**src/rtl/gb_instr_sequencer.sv**
```systemverilog
// gb_instr_sequencer: buffers host opcodes in a FIFO and issues them to the gbprocessor
// as one-cycle valid strobes spaced GAP+1 cycles apart.
// Ports: clock, reset (async, active-high); in_instruction/in_valid/in_ready host push side;
// instruction/valid registered issue outputs; fifo_count occupancy; busy activity flag.
// Optional GB_SEQ_STATS_EN adds issued_count (wrapping) and drop_count (saturating).
module gb_instr_sequencer #(
   parameter int DEPTH = 8,
   parameter int GAP   = 3
) (
   input  logic       clock,
   input  logic       reset,
   input  logic [7:0] in_instruction,
   input  logic       in_valid,
   output logic       in_ready,
   output logic [7:0] instruction,
   output logic       valid,
   output logic [4:0] fifo_count,
   output logic       busy
`ifdef GB_SEQ_STATS_EN
   ,
   output logic [15:0] issued_count,
   output logic [7:0]  drop_count
`endif
);
   localparam int AW = $clog2(DEPTH);
   typedef enum logic [1:0] {IDLE, ISSUE, WAIT} state_t;
   state_t state_q, state_d;
   logic [AW-1:0] rd_q, wr_q;
   logic [4:0] count_q, count_d;
   logic [3:0] gap_q, gap_d;
   logic [7:0] mem [DEPTH];
   logic [7:0] instr_q, head;
   logic valid_q, push, pop;
   assign in_ready = !reset && (count_q < 5'(DEPTH));
   assign push = in_valid && in_ready;
   assign pop = (state_q == ISSUE) && (count_q != 5'd0);
   // an empty FIFO can only be entering ISSUE because of a same-edge push, so bypass it
   assign head = (count_q == 5'd0) ? in_instruction : mem[rd_q];
   assign count_d = count_q + 5'(push) - 5'(pop);
   always_comb begin
      state_d = state_q;
      gap_d = gap_q;
      case (state_q)
         IDLE: state_d = (count_q != 5'd0) ? ISSUE : IDLE;
         ISSUE: begin
            state_d = WAIT;
            gap_d = 4'(GAP);
         end
         WAIT: begin
            gap_d = gap_q - 4'd1;
            if (gap_q <= 4'd1) state_d = (count_q != 5'd0 || push) ? ISSUE : IDLE;
         end
         default: state_d = IDLE;
      endcase
   end
   // outputs are registered from the next state so valid coincides with the ISSUE cycle
   always_ff @(posedge clock or posedge reset) begin
      if (reset) begin
         state_q <= IDLE;
         rd_q <= '0;
         wr_q <= '0;
         count_q <= '0;
         gap_q <= '0;
         valid_q <= 1'b0;
         instr_q <= 8'h00;
      end else begin
         state_q <= state_d;
         rd_q <= pop ? rd_q + AW'(1) : rd_q;
         wr_q <= push ? wr_q + AW'(1) : wr_q;
         count_q <= count_d;
         gap_q <= gap_d;
         valid_q <= (state_d == ISSUE);
         instr_q <= (state_d == ISSUE) ? head : 8'h00;
      end
   end
   always_ff @(posedge clock) begin
      if (push) mem[wr_q] <= in_instruction;
   end
   assign instruction = instr_q;
   assign valid = valid_q;
   assign fifo_count = count_q;
   assign busy = (state_q != IDLE) || (count_q != 5'd0);
`ifdef GB_SEQ_STATS_EN
   logic [15:0] issued_q;
   logic [7:0] drop_q;
   always_ff @(posedge clock or posedge reset) begin
      if (reset) begin
         issued_q <= '0;
         drop_q <= '0;
      end else begin
         issued_q <= issued_q + 16'(valid_q);
         drop_q <= (in_valid && !in_ready && drop_q != 8'hFF) ? drop_q + 8'd1 : drop_q;
      end
   end
   assign issued_count = issued_q;
   assign drop_count = drop_q;
`endif
endmodule

```
**config.mk**
```make
export PLATFORM = sky130hd
export DESIGN_NAME = gb_instr_sequencer
export DESIGN_NICKNAME = d
export VERILOG_FILES = /design/src/rtl/gb_instr_sequencer.sv
export SDC_FILE = /design/constraint.sdc
export NUM_CORES = 1
export LEC_CHECK = 0
export CELL_PAD_IN_SITES_DETAIL_PLACEMENT = 1
export CELL_PAD_IN_SITES_GLOBAL_PLACEMENT = 1
export CORE_MARGIN = 5
export CORE_UTILIZATION = 45
export DETAILED_ROUTE_END_ITERATION = 6
export PLACE_DENSITY = 0.79
export SLEW_MARGIN = 30
export SYNTH_ARGS = -nofsm -noshare
export SYNTH_HDL_FRONTEND = slang
export SYNTH_SLANG_ARGS = --single-unit
```
**constraint.sdc**
```tcl
create_clock -name clock -period 2.8 [get_ports clock]
set_input_delay 0.28 -clock clock [delete_from_list [all_inputs] [get_ports clock]]
set_output_delay 0.28 -clock clock [all_outputs]
set_load 0.005 [all_outputs]
```
[Word level (Yosys, flattened, before mapping)]
Memory sizes are Yosys's and may differ from the RTL's.
Index checks and enable logic that the tools add are counted.
W data, S select, Z words.
Word-level totals
  memories: 1
  logic and storage cells: 38
  input port bits: 11
  bits in registers: 26
  memory bits (writable): 64
Operators by class
  order comparisons: 2
  equality and inequality tests: 3
  add/subtract/negate cells: 5
  reduce and logical (&&, ||, !) cells: 11
  muxes and demuxes: 9
Memories
  mem: words 8, width 8, read ports 1, clocked after Yosys merged registers in 0, write ports 1, RTL line 31  | logic [7:0] mem [DEPTH];
Operator list (number)
  $mux W8: 2
  $pmux W4 S2: 1
  $add A3 B1 Y3 const B: 2
  $pmux W2 S3: 1
  $add A5 B1 Y5: 1
  $logic_not A5 Y1: 1
  $lt A5 B4 Y1 const B: 1
  $reduce_bool A5 Y1: 1
  $sub A5 B1 Y5: 1
  $eq A2 B1 Y1 const B: 2
  $le A4 B1 Y1 const B: 1
  $mux W1: 4
  $reduce_bool A2 Y1: 2
  $sub A4 B1 Y4 const B: 1
  $logic_and A1 B1 Y1: 3
  $eq A2 B2 Y1 const B: 1
  $logic_not A2 Y1: 1
  $logic_or A1 B1 Y1: 2
  $mux W2: 1
  $logic_not A1 Y1: 1

[Logic depth before layout (Yosys ltp)]
  depth in word-level cells: 9
  depth in mapped cells: 14
  mapped depth without buffers: 13

[Worst setup path before layout]
OpenSTA, ideal clock, no wires.
  path type: register -> register
  start: reg count_q[2] (netlist: fifo_count[2])
  end: reg count_q[4] (netlist: fifo_count[4])
  cell stages (with the launch flop): 15
  clock period less this slack: 2671 ps
  path slack: 129 ps
  library setup time: 79 ps
  arrival time: 2592 ps
  cell sequence: dfrtp_1 -> inv_1 -> ha_1 -> or4b_1 -> buf_2 -> nand2_2 -> inv_2 -> ha_1 -> inv_1 -> ha_1 -> fa_1 -> a21oi_1 -> nor2_1 -> nor2_1 -> xor2_1
Between the ends
  elaborated cells between the ends (all ways): 7
  those cells by class: 2 x add/sub; 1 x order compare; 4 x reduce/logical
RTL lines
  from (decl): RTL line 29  | logic [4:0] count_q, count_d;
  from (signal assigned): RTL line 70  | count_q <= count_d;
  $reduce_bool A5 Y1: RTL line 36  | assign pop = (state_q == ISSUE) && (count_q != 5'd0);
  $logic_and A1 B1 Y1: RTL line 36
  net pop: RTL line 33  | logic valid_q, push, pop;
  $sub A5 B1 Y5: RTL line 39  | assign count_d = count_q + 5'(push) - 5'(pop);
  net count_d[4]: RTL line 29
The timed path passes the listed nets, and every way through them passes these cells.
A chain may end at the register's enable or synchronous reset.

[Worst setup path in the final report]
Ends and elaborated chain as after synthesis.

==> summary.txt <==
FF+latch area: 2570 um2
Root Buffer: clkbuf_8
leading area contributor after synthesis: edfxtp_1
Die H: 102 um
P_int: 1.87 mW
core area: 8220 um2
multi-input logic area: 1130 um2
Non-Filler Instances: 390
total global-route track usage: 0.160
status: finished clean
row count: 33
Tmin final: 2.63 ns
H-Tree Depth: 3
Pwr Total: 2.37 mW
switching power total: 503 uW
final WL: 7590 um
die area: 10400 um2
Synth Area in Simple Gates: 0.0618
fraction of registers with async set/reset: 0.289
final hold violation count: 0
CTS Sinks: 90
Crit. End Element: flop
main combinational cell family by area after synthesis: multiplexers
CTS tree: done
worst hold-check path type: input port to asynchronous set/reset pin
Post-synth EDFFs: 64
via count: 2073
PwrDens: 526 nW/um2
fin crit share: 0.938
Top FF cell, synth: edfxtp_1
Yosys cell types: 40
vias in the first global route: 2266
most frequent cells in the layout: edfxtp_1, dfrtp_1, clkdlybuf4s50_1, nor2_1, buf_4
residual DRC count: 0
hpwl dp: 5530 um
most common cell after layout, fill and taps aside: edfxtp_1
Synth Area in Compound Gates: 0.0434
antenna-violating nets left: 0
post-DR wirelength/cell: 19.5 um
Startpoint Class: flop
CTS max path bufs: 2
GP Congestion: 0.738
Max Fclk: 0.381 GHz
Ports: 27
worst skew pair latency: 0.36 ns
Diodes inserted: 0
largest net degree at the start of global routing: 27
sequential-to-total area share from yosys stat: 0.676
mapped cell area: 3810 um2
CP max FO: 3
Setup Crit Path Kind: flop to flop
post-synthesis mux area share: 0.119
DRT Pass-1 Iters: 4
fraction of final layout cells sized beyond drive strength 1: 0.207
final net count: 307
skew final: 0.0144 ns
crit-path most repeated cell: ha_1
Max-Slew Margin vs Limit: 0.573
Leakage: 1.76 nW
Placed Cells: 374
final instance area: 4500 um2
mean post-synth cell area: 16.3 um2
Top Family by Delay on Critical Path: adder cells
Final Max Tran Viols: 0
Cell Area, Placed: 4290 um2
1st-iter DRT viols: 59
smallest hold slack: 0.339 ns
Slowest cell on crit path: or4b_4
fill cell count: 775
max incr delay on CP: 0.48 ns
Port-buffer cells: 26
Post-Synth XOR/XNOR Area: 0.0138
Die Wd: 102 um
Mapped Cells: 234
maximum VDD drop: 0.353 mV
Setup Buffers After CTS: 0
Layout area overhead: 18.3%
WP data required: 3.08 ns
synthesized flop and latch total: 90
top post-synthesis cells by area: edfxtp_1, dfrtp_1, mux4_2
Yosys top cell area share: 0.505
Sequential Power Share: 0.602
vias per cell: 5.32
CP arrival: 2.91 ns
initial antenna violation count: 0
CP Cell Sequence: inv_1 > ha_1 > or4b_4 > nand2_4 > inv_2 > ha_1 > inv_1 > ha_1 > fa_2 > a21oi_2 > nor2_1 > nor2_1 > xor2_1
adder-cell share of the synthesized area: 0.0546
worst path buffer plus inverter count: 3
Clk pwr share: 0.383
combinational share of power: 0.015
Net Count, Synth: 261
CTS Hold Buffers Added: 0
clk slew on worst S/H paths: 0.10 ns
Max Cap Viol: 0
worst-margin pin slew: 0.641 ns
endpoints failing setup: 0
Switching Fraction: 0.212
CTS buffer count: 9
global route overflow: 0
starting density of the core: 0.463
first-pass GRT wire length: 12200 um
synth warn: 0
==> cells by family (layout without fill, tap and decap cells) <==
group / Yosys count / count (layout)
buf+inv: 26 / 77
mux: 25 / 25
compound gates: 22 / 22
simple gates: 49 / 49
flops: 90 / 90
fa+ha+maj: 16 / 16
xor+xnor: 6 / 6
==> power groups by stage <==
stage / sequential [mW] / clock [mW] / combinational, mW
3_5_place_dp: 1.46 / 0 / 0.0375
3_3_place_gp: 1.46 / 0 / 0.0353
6_report: 1.43 / 0.906 / 0.0360
2_1_floorplan: 1.46 / 0 / 0.00579
5_1_grt: 1.43 / 0.993 / 0.0402
4_1_cts: 1.43 / 0.930 / 0.0378
==> cells in the mapped netlist (all sizes together) (3+ instances only) <==
master / n
nand2b: 3
xnor2: 3
dfrtp: 26
edfxtp: 64
nand2: 12
nand3: 5
mux4: 16
a211oi: 9
nor2: 18
ha: 15
buf: 7
inv: 17
o21ai: 3
mux2i: 8
xor2: 3
nor3: 4
==> metal layers <==
metal,vias to the layer above,part of all wire,global-route usage
met3,10,0.026,0.0266
met2,24,0.51,0.269
met4,0,0.014,0.0545
met5,-,0,0
li1,963,-,-
met1,1076,0.45,0.213
==> area by class of cell <==
| class | count | share of cell area |
|---|---|---|
| sequential | 90 | 0.571 |
| multi-input combinational | 118 | 0.250 |
| timing repair buffer | 44 | 0.0906 |
| tap | 105 | 0.0292 |
| clock buffer | 10 | 0.0283 |
| clock inverter | 6 | 0.0164 |
| inverter | 17 | 0.0142 |
==> registers in the layout, summed over array words and instances, names as in the netlist <==
name,cells
fifo_count,5
gap_q,4
instruction,8
mem,64
rd_q,3
state_q,2
valid,1
wr_q,3
==> metrics by stage <==
stage / setup slack [ns] / util / TNS (ns)
final: 0.173 / 0.548 / 0
after global placement: 0.132 / 0.522 / 0
after CTS: 0.0504 / 0.546 / 0
after floorplan: 0.129 / - / 0
after global routing: -0.00140 / 0.548 / -0.00140
after detailed placement: 0.0730 / 0.522 / 0
==> worst min-delay path: stages <==
cell and delay (ns):
clkdlybuf4s50_1 0.43, inv_1 0.07, buf_4 0.33
==> final timing paths <==
path / from / end / slack, ns / depth (start not counted)
hold reg to reg: gap_q[2]$_DFFE_PP0P_ / gap_q[2]$_DFFE_PP0P_ / 0.53 / 1
setup / recovery: fifo_count[2]$_DFF_PP0_ / fifo_count[4]$_DFF_PP0_ / 0.17 / 13
setup reg to reg: fifo_count[2]$_DFF_PP0_ / fifo_count[4]$_DFF_PP0_ / 0.17 / 13
max in group asynchronous: reset / rd_q[0]$_DFFE_PP0P_ / 2.19 / 3
hold / removal: reset / valid$_DFF_PP0_ / 0.34 / 3
min in group clock: gap_q[2]$_DFFE_PP0P_ / gap_q[2]$_DFFE_PP0P_ / 0.53 / 1
==> repair_timing <==
action                     in CTS  in global routing
hold endpoints to repair        0                  0
gates resized for setup         0                  4
setup endpoints to repair       0                  1
Note: power is estimated with default switching activity, not from simulation.
